$ cat src/rtl/instruction_fetch_unit.sv
// Fetch stage: PC register, 1-cycle synchronous imem request/response,
// a one-entry skid buffer for stalls, redirect flush, and a registered IF/ID output.
module instruction_fetch_unit #(
  parameter int                ADDR_W   = 10,
  parameter int                DATA_W   = 32,
  parameter logic [ADDR_W-1:0] RESET_PC = '0
) (
  input  logic              clock,
  input  logic              reset_n,
  input  logic              stall,
  input  logic              redirect_valid,
  input  logic [ADDR_W-1:0] redirect_addr,
  output logic              imem_en,
  output logic [ADDR_W-1:0] imem_addr,
  input  logic [DATA_W-1:0] imem_rdata,
  output logic              out_valid,
  output logic [DATA_W-1:0] out_instr,
  output logic [ADDR_W-1:0] out_pc,
  output logic [ADDR_W-1:0] out_pc_plus_1
);

  function automatic logic [ADDR_W-1:0] pc_inc(input logic [ADDR_W-1:0] pc);
    return pc + ADDR_W'(1);
  endfunction

  logic [ADDR_W-1:0] pc_p0;
  logic              rsp_vld_p1;
  logic [ADDR_W-1:0] rsp_pc_p1;
  logic              skid_vld_p1;
  logic [DATA_W-1:0] skid_instr_p1;
  logic [ADDR_W-1:0] skid_pc_p1;
  logic              skid_load;
  logic              out_load;
  logic [DATA_W-1:0] ld_instr;
  logic [ADDR_W-1:0] ld_pc;

  assign imem_en   = !stall && !redirect_valid;
  assign imem_addr = pc_p0;

  // Stage p0: program counter
  always_ff @(posedge clock or negedge reset_n) begin
    if (!reset_n) begin
      pc_p0 <= RESET_PC;
    end else if (redirect_valid) begin
      pc_p0 <= redirect_addr;
    end else if (imem_en) begin
      pc_p0 <= pc_inc(pc_p0);
    end
  end

  // Stage p1: outstanding memory response and skid buffer
  always_ff @(posedge clock or negedge reset_n) begin
    if (!reset_n) begin
      rsp_vld_p1  <= 1'b0;
      skid_vld_p1 <= 1'b0;
    end else begin
      rsp_vld_p1 <= imem_en;
      if (redirect_valid) begin
        skid_vld_p1 <= 1'b0;
      end else if (stall) begin
        if (rsp_vld_p1) skid_vld_p1 <= 1'b1;
      end else begin
        skid_vld_p1 <= 1'b0;
      end
    end
  end

  assign skid_load = stall && rsp_vld_p1 && !redirect_valid;

  always_ff @(posedge clock) begin
    rsp_pc_p1 <= pc_p0;
    if (skid_load) begin
      skid_instr_p1 <= imem_rdata;
      skid_pc_p1    <= rsp_pc_p1;
    end
  end

  // Stage p2: IF/ID output register; a parked skid word is always older than a live response
  always_comb begin
    out_load = !redirect_valid && !stall && (skid_vld_p1 || rsp_vld_p1);
    ld_instr = imem_rdata;
    ld_pc    = rsp_pc_p1;
    if (skid_vld_p1) begin
      ld_instr = skid_instr_p1;
      ld_pc    = skid_pc_p1;
    end
  end

  always_ff @(posedge clock or negedge reset_n) begin
    if (!reset_n) begin
      out_valid     <= 1'b0;
      out_instr     <= '0;
      out_pc        <= '0;
      out_pc_plus_1 <= '0;
    end else begin
      if (redirect_valid) begin
        out_valid <= 1'b0;
      end else if (!stall) begin
        out_valid <= out_load;
      end
      if (out_load) begin
        out_instr     <= ld_instr;
        out_pc        <= ld_pc;
        out_pc_plus_1 <= pc_inc(ld_pc);
      end
    end
  end

endmodule

$ cat config.mk
export PLATFORM = sky130hd
export DESIGN_NAME = instruction_fetch_unit
export DESIGN_NICKNAME = d
export VERILOG_FILES = /design/src/rtl/instruction_fetch_unit.sv
export SDC_FILE = /design/constraint.sdc
export NUM_CORES = 1
export LEC_CHECK = 0
export CORE_MARGIN = 5
export CORE_UTILIZATION = 45
export CTS_CLUSTER_SIZE = 10
export DETAILED_ROUTE_END_ITERATION = 7
export GPL_TIMING_DRIVEN = 0
export MAX_ROUTING_LAYER = met4
export PLACE_DENSITY = 0.85
export SLEW_MARGIN = 15
export SYNTH_ARGS = -nofsm -noshare
export SYNTH_HDL_FRONTEND = slang
export SYNTH_SLANG_ARGS = --single-unit
$ cat constraint.sdc
create_clock -name clock -period 1.9 [get_ports clock]
set_input_delay 0.38 -clock clock [delete_from_list [all_inputs] [get_ports clock]]
set_output_delay 0.38 -clock clock [all_outputs]
set_load 0.02 [all_outputs]
# --- Word-level counts from Yosys, hierarchy flattened ---
# Index checks and enable logic that the tools add are counted.
totals:
  regBits: 117
  inputBits: 46
  out_inout_bits: 64
op_classes:
  add_sub_neg: 2
  n_eq_ne: 2
  n_mux: 9
  n_reduce_logical: 8
op_table:
  columns: ["op", "n"]
  rows:
  - ["$mux 32", 1]
  - ["$mux 10", 3]
  - ["$add 10x1->10 const B", 2]
  - ["$mux 1", 5]
  - ["$logic_and 1x1->1", 4]
  - ["$ne 3x1->1 const B", 1]
  - ["$logic_not 1->1", 2]
  - ["$ne 2x1->1 const B", 1]
  - ["$reduce_bool 2->1", 1]
  - ["$logic_or 1x1->1", 1]

# --- Longest topological paths before layout ---
# Gate-level depths: netlist (run 1).
depth:
  word_depth: 5
  mapped_depth: 9

# --- Worst setup path before layout (run 1) ---
# Ideal clock, no wire load.
synth_path:
  kind: "input port to flip-flop"
  from: "input stall"
  to: "register skid_instr_p1[0], enable pin"
  setup_time_ps: 404
  t_arrival_ps: 1653
  path_slack_ps: -156
  stages: 2
  path_buffers: 1
  cell_sequence: "buf_2 and3b_1"
synth_between:
  elab_chain_len: 2
synth_rtl:
  columns: ["element", "line", "text"]
  rows:
  - ["from (decl)", "10", "input logic stall,"]
  - ["$logic_and 1x1->1 (2 in a row)", "68", "assign skid_load = stall && rsp_vld_p1 && !redirect_valid;"]
  - ["named net skid_load", "32", "logic skid_load;"]
  - ["to (signal assigned)", "73", "skid_instr_p1 <= imem_rdata;"]
  - ["to (decl)", "30", "logic [DATA_W-1:0] skid_instr_p1;"]
# The timed path passes the listed nets, and every way through them passes these cells.
# A chain may end at the register's enable or synchronous reset.

# --- Final worst setup path (run 1) ---
layout_path:
  from: "register out_pc[0]"
  to: "output out_pc[0]"
layout_lines:
  columns: ["element", "line", "text"]
  rows:
  - ["from (decl)", "18", "output logic [ADDR_W-1:0] out_pc,"]
  - ["from (signal assigned)", "103", "out_pc <= ld_pc;"]
# No word-level cell between the ends.

==> results of run 1 <==
[layout by cell type (no fill, tap or decap), drive strengths merged]
cell type	instances
and3b	1
nand3b	2
dlygate4sd3	1
xnor2	8
nand4b	3
nand2	70
nor3	2
a221oi	1
clkinv	2
nor3b	2
ha	2
a22oi	1
nand4	5
clkdlybuf4s50	81
a21oi	1
dlymetal6s2s	16
a211o	2
dfrtp	65
a21boi	1
nor2	8
a211oi	2
xor2	5
o31ai	2
mux2i	40
nor4b	1
dfxtp	10
buf	15
inv	3
mux2	4
a21o	1
nor4	1
dlygate4sd2	11
nand3	6
o21ai	55
nor2b	1
clkbuf	37
edfxtp	42
[synth_stat cells (all sizes together), types with 3 or more instances]
cell type  number
buf            12
clkbuf          7
dfrtp          65
dfxtp          10
edfxtp         42
inv             3
mux2            4
mux2i          40
nand2          70
nand3           6
nand4           5
nand4b          3
nor2            8
o21ai          55
xnor2           8
xor2            5
[area by class of cell]
cell class              instances  area, sq um
plain buffers                  18          130
well taps                     136          170
multi-input cells             227         1520
inverters                       3         11.3
clock inverters                 2         10.0
fillers                       826         3610
clock buffers                  30          566
flip-flops and latches        117         3090
repair buffers                113         1170
[metal layers]
| metal | global-route usage | vias to the layer above |
|---|---|---|
| met2 | 0.288 | 101 |
| met5 | - | - |
| met1 | 0.236 | 1613 |
| met3 | 0.0469 | 9 |
| met4 | 0.0449 | 0 |
| li1 | - | 1565 |
[stage by stage]
stage          power [mW]  instances  TNS (ps)   util
2_1_floorplan        3.89        366         0      -
3_3_place_gp         4.69        611   -138640  0.583
3_5_place_dp         4.74        612    -32220  0.586
4_1_cts              7.72        644     -7.13  0.643
5_1_grt              7.98        646     -26.3  0.648
6_report             7.62        646         0  0.648
[logic make-up (layout without fill, tap and decap cells)]
group | after synthesis | in the layout
compound gates | 66 | 66
mux | 44 | 44
simple gates | 102 | 102
fa+ha+maj | 2 | 2
flops | 117 | 117
buf+inv | 22 | 166
xor+xnor | 13 | 13
[power groups by stage]
stage          registers [mW]  logic (mW)  clock network, mW
2_1_floorplan            3.50       0.392                  0
3_3_place_gp             3.17        1.51                  0
3_5_place_dp             3.19        1.55                  0
4_1_cts                  3.15        1.55               3.02
5_1_grt                  3.19        1.64               3.16
6_report                 3.14        1.51               2.97
[state kept, by name, summed over array words and instances, names as in the netlist]
signal and count:
skid_instr_p1 32, rsp_vld_p1 1, rsp_pc_p1 10, out_instr 32, out_pc 10, out_valid 1
skid_pc_p1 10, skid_vld_p1 1, imem_addr 10, out_pc_plus_1 10
[timing repair]
item / CTS / global route
endpoints found under the hold margin: 17 / 0
gates resized for setup: 19 / 16
endpoints found under the setup margin: 56 / 18
hold buffers: 1 / 0
buffers inserted: 0 / 2
[how the worst max path moves through the flow]
stage / from / end / slack [ps] / cells past startpoint
after floorplan: skid_vld_p1$_DFFE_PN0P_ / out_pc_plus_1[6]$_DFFE_PN0P_ / 80 / 9
after global placement: reset_n / out_instr[4]$_DFFE_PN0P_ / -1710 / 1
after detailed placement: stall / skid_instr_p1[3]$_DFFE_PP_ / -600 / 3
after CTS: redirect_valid / imem_en / -7 / 3
after global routing: skid_vld_p1$_DFFE_PN0P_ / out_pc_plus_1[8]$_DFFE_PN0P_ / -30 / 8
final: out_pc[0]$_DFFE_PN0P_ / out_pc[0] / 50 / 1
==> summary.txt, run 1 <==
Run status
  • Status: complete, no violations

Pwr
  • Net Switching: 2.00 mW
  • Pwr dens: 1140 nW/um^2
  • Combinational Power Share: 0.199
  • Pleak: 2.84 nW
  • Switching share of power: 0.262
  • Int Power: 5.62 mW
  • Sequential power share: 0.412
  • Clk pwr share: 0.389
  • Maximum vdd drop: 626 uV

Synthesis
  • Mux cell area share after synthesis: 0.0992
  • Synth top area share: 0.344
  • Main synth FF type: dfrtp_1
  • Post-synthesis simple-gate area fraction: 0.109
  • Top cells by area, synth: dfrtp_1 (34%), edfxtp_1 (27%), mux2i_1 (7.8%), nand2_1 (5.6%), dfxtp_1 (4.2%)
  • Syn_nets: 414
  • Yosys warning total: 0
  • Largest family of logic cells by synthesized area: simple AND/OR/NAND/NOR gates
  • Synth Cell Area: 4730 sq um
  • XOR/XNOR Fraction of Synth Area: 0.0241
  • Adder-cell share of the synthesized area: 0.00529
  • Synth Instances: 366
  • Synthesized area per cell: 12.9 sq um
  • Flops & latches, synth: 117
  • Post-synthesis sequential area ratio: 0.653
  • EDFF count, synth: 42
  • Post-synth ARST share: 0.556
  • Yosys cell types: 46
  • Yosys top cell by area: dfrtp_1
  • Post-synthesis compound-gate area fraction: 0.0801

Routing
  • DR iter-0 viols: 173
  • Detailed Routing Iterations Pass 1: 4
  • Routed Antenna Nets: 0
  • Drt wl/cell: 16.5 um
  • Wl on met1: 4.75 mm
  • WL met2: 5.26 mm
  • Routed wire length: 10.6 mm
  • Max Used Layer: met4
  • WL met3: 538 um
  • Vias: 3288
  • Number of vias per cell: 5.09
  • DRC: 0

Placed design
  • DP Area: 6020 sq um
  • Final Wtd Congestion: 0.924
  • Setup slack after placement: -602 ps
  • Port Buffer Count: 109
  • Post-DP HPWL: 7.53 mm

Global route
  • Initial antenna violation count: 0
  • Vias in the first global route: 3560
  • Total track usage: 0.182
  • Overflow left after global routing: 0
  • First-pass GRT wire length: 18.0 mm
  • Largest net degree at the start of global routing: 49

Worst setup path
  • Critical R2R Launch: skid_vld_p1$_DFFE_PN0P_
  • Worst reg2reg setup slack: 90 ps
  • Cell Chain, Critical Path: clkdlybuf4s50_1
  • Kind of critical path: reg2out
  • Worst r2r dst: out_pc_plus_1[8]$_DFFE_PN0P_
  • Crit path max-delay family: buffers and inverters
  • Worst reg2reg path depth: 8
  • CP max-delay cell: clkdlybuf4s50_1
  • Max incr delay on CP: 630 ps
  • CP arrival: 1470 ps
  • Critical Path Fanout Max: 2
  • Crit start category: flop
  • Buffers and inverters on the worst path: 1
  • CP Capture Type: output pin
  • WP data required: 1520 ps

STA
  • Relative slew slack: 0.519
  • Unrepaired setup endpoints after global routing: yes
  • Final hold slack: 300 ps
  • Final Max Tran Viols: 0
  • Max Fclk: 0.540 GHz
  • Layout Skew: 6.99 ps
  • Slew @ Worst Pin: 721 ps
  • Min Tclk post-route: 1850 ps
  • Finish-stage setup viols: 0
  • Final hold violation count: 0
  • Fin worst setup slack: 47.4 ps
  • Tcrit/Tclk final: 0.975

Final layout
  • NumNets Final: 545
  • P&R area growth vs syn: 40.8%
  • Share of layout cells above drive strength 1: 0.127
  • Diodes inserted: 0
  • Final Cell Area: 6660 sq um

Clocking
  • H-tree depth: 4
  • Worst-skew pair later-pin latency: 490 ps
  • CTS tree: done
  • Clock transition at path regs: 50 ps
  • TritonCTS Buffers: 17
  • Num Clock Sinks: 117
  • CTS root buf: clkbuf_8
  • Clock buffer depth: 2

Floorplan
  • Die extent in y: 113 um
  • Chip width: 113 um
  • Core Region: 10300 sq um
  • Ports: 110
  • Starting density of the core: 0.460
  • Die area: 12700 sq um
  • FP Rows: 37

Min path
  • Hold WC Path Type: in2async

Flow run
  • Maxcap violations: 0
(Power assumes the default switching activity.)
==> run 2: changes to the inputs <==
Settings changed: ABC_AREA from default to 1, PLACE_DENSITY 0.85 to 0.76, TNS_END_PERCENT from default to 100.
==> summary.txt, run 2 <==
Pwr
  • Pleak: 2.99 nW
  • Net Switching: 2.18 mW
  • Int Power: 5.53 mW
  • Combinational Power Share: 0.208
  • Maximum vdd drop: 737 uV
  • Clk pwr share: 0.383
  • Total power: 7.70 mW
  • Switching share of power: 0.283
  • Sequential power share: 0.409
  • Pwr dens: 1160 nW/um^2

Global route
  • Global-route track usage on met1: 0.241
  • Largest net degree at the start of global routing: 43
  • Initial antenna violation count: 0
  • First-pass GRT wire length: 18.8 mm
  • Total track usage: 0.195
  • Overflow left after global routing: 0
  • Busiest grt layer: met2
  • M3 GR Usage: 0.0527
  • Grt met2 use: 0.305
  • Vias in the first global route: 3784

Synthesis
  • Synth Cell Area: 4640 sq um
  • Flops & latches, synth: 117
  • Yosys warning total: 0
  • Syn_nets: 500
  • Synth top area share: 0.351
  • Main synth FF type: dfrtp_1
  • Yosys top cell by area: dfrtp_1
  • Synthesized area per cell: 10.3 sq um
  • Post-synth ARST share: 0.556
  • Top cells by area, synth: dfrtp_1 (35%), edfxtp_1 (27%), nand2_1 (12%), a31oi_1 (4.6%), dfxtp_1 (4.3%)
  • Count leader, synth: nand2_1
  • EDFF count, synth: 42
  • Post-synthesis sequential area ratio: 0.666
  • Synth cell count leaders: nand2_1 (151), dfrtp_1 (65), nor2_1 (53)
  • Synth Instances: 452
  • Yosys cell types: 28

Worst setup path
  • Cell Chain, Critical Path: clkdlybuf4s50_1
  • Critical Path Fanout Max: 2
  • Buffers and inverters on the worst path: 1
  • CP max-delay cell: clkdlybuf4s50_1
  • WP data required: 1520 ps
  • CP arrival: 1480 ps
  • Crit path max-delay family: buffers and inverters
  • CP Capture Type: output pin
  • Kind of critical path: reg2out
  • Crit start category: flop
  • Max incr delay on CP: 620 ps

Clocking
  • H-tree depth: 4
  • Clock transition at path regs: 60 ps
  • CTS root buf: clkbuf_8
  • Worst-skew pair later-pin latency: 510 ps
  • TritonCTS Buffers: 17
  • CTS tree: done
  • Num Clock Sinks: 117
  • Clock buffer depth: 2

Run status
  • Status: complete, no violations

Floorplan
  • FP Rows: 37
  • Die area: 12400 sq um
  • Ports: 110
  • Starting density of the core: 0.456
  • Core Region: 10200 sq um
  • Chip width: 112 um
  • Die extent in y: 112 um

Placed design
  • Setup slack after placement: -1000 ps
  • Final Wtd Congestion: 0.801
  • Post-Place Cells: 697
  • Port Buffer Count: 108
  • Post-DP HPWL: 8.00 mm

STA
  • Min Tclk post-route: 1860 ps
  • Final hold violation count: 0
  • Unrepaired setup endpoints after global routing: no
  • Relative slew slack: 0.656
  • Final Max Tran Viols: 0
  • Finish-stage setup viols: 0
  • Tcrit/Tclk final: 0.978
  • Max Fclk: 0.538 GHz
  • Slew @ Worst Pin: 515 ps
  • Final hold slack: 117 ps
  • Layout Skew: 10.3 ps
  • Fin worst setup slack: 41.2 ps

Final layout
  • P&R area growth vs syn: 43.4%
  • Final Core Density: 0.653
  • Largest regs: out_instr (32), skid_instr_p1 (32)
  • Share of layout cells above drive strength 1: 0.103
  • Fin cells: 738
  • Storage element area: 3090 sq um
  • Multi-input gate area: 1390 sq um
  • Commonest non-fill, non-tap cells in the layout: nand2_1 (151), dfrtp_1 (65), clkdlybuf4s50_1 (63)
  • Diodes inserted: 0
  • NumNets Final: 637
  • Commonest non-fill, non-tap cell in the layout: nand2_1
  • FILL cells: 804

Routing
  • DRC: 0
  • Routed wire length: 11.6 mm
  • Routed Antenna Nets: 0
  • Vias: 3677
  • DR iter-0 viols: 218
  • Detailed Routing Iterations Pass 1: 5
  • Drt wl/cell: 15.7 um
  • Number of vias per cell: 4.98

Flow run
  • Maxcap violations: 0

Min path
  • Hold WC Path Type: in2reg
-- run 2: changes by cell type in the layout (fill, tap and decap cells not counted), moves of 8 or more --
cell and change:
nor2_1 +43, nand3_1 +14, a31oi_1 +34, dlymetal6s2s_1 +14
mux2i_1 -37, nand2_1 +81, o21ai_1 -36, o21ai_0 -8
inv_1 +13, clkdlybuf4s50_1 -18
-- run 2: layout make-up --
cell class,count,area share
plain buffers,21,0.0211
clock buffers,18,0.0628
flip-flops and latches,117,0.464
well taps,136,0.0256
inverters,18,0.0105
multi-input cells,299,0.209
clock inverters,14,0.0207
repair buffers,115,0.187
-- run 2: final timing paths --
path,end,slack (ps),cells after the start,startpoint
hold reg to reg,skid_pc_p1[0]$_DFFE_PP_,430,0,rsp_pc_p1[0]$_DFF_P_
max in group asynchronous,out_pc[5]$_DFFE_PN0P_,1040,3,reset_n
min in group asynchronous,out_instr[18]$_DFFE_PN0P_,330,2,reset_n
hold / removal,rsp_vld_p1$_DFF_PN0_,120,2,redirect_valid
setup reg to reg,out_pc_plus_1[6]$_DFFE_PN0P_,230,10,skid_vld_p1$_DFFE_PN0P_
setup / recovery,out_instr[7],40,1,out_instr[7]$_DFFE_PN0P_
-- run 2: per-layer routing --
metal	vias to the layer above	share of wire
met5	-	0
met4	0	0.023
met3	19	0.051
met2	136	0.49
met1	1728	0.44
li1	1794	-
-- run 2: per-stage QoR --
step	TNS, ps	area, sq um
after floorplan	0	4650
after global placement	-157270	5900
after detailed placement	-49500	5920
after CTS	0	6500
after global routing	0	6650
final	0	6650
-- run 2: power by group through the flow --
stage               Sequential [mW]  Combinational (mW)  Clock, mW
CTS                            3.16                1.63       3.00
finish                         3.15                1.60       2.95
global placement               3.19                1.60          0
global route                   3.19                1.73       3.15
floorplan                      3.52               0.435          0
detailed placement             3.20                1.64          0
-- run 2: cells by family after synthesis --
group	Yosys count	share of synthesized area
AND/OR/NAND/NOR	229	0.194
buffers and inverters	39	0.0453
XOR/XNOR	6	0.0113
AO/OA/AOI/OAI	59	0.0782
adder cells (fa/ha/maj)	2	0.00539
flip-flops	117	0.666
-- run 2: timing repair --
action,in CTS,in global routing
endpoints found under the hold margin,23,0
gates cloned,3,0
endpoints found under the setup margin,56,75
buffers inserted,0,5
pin swaps,2,3
hold buffers,1,0
resized for setup,17,32
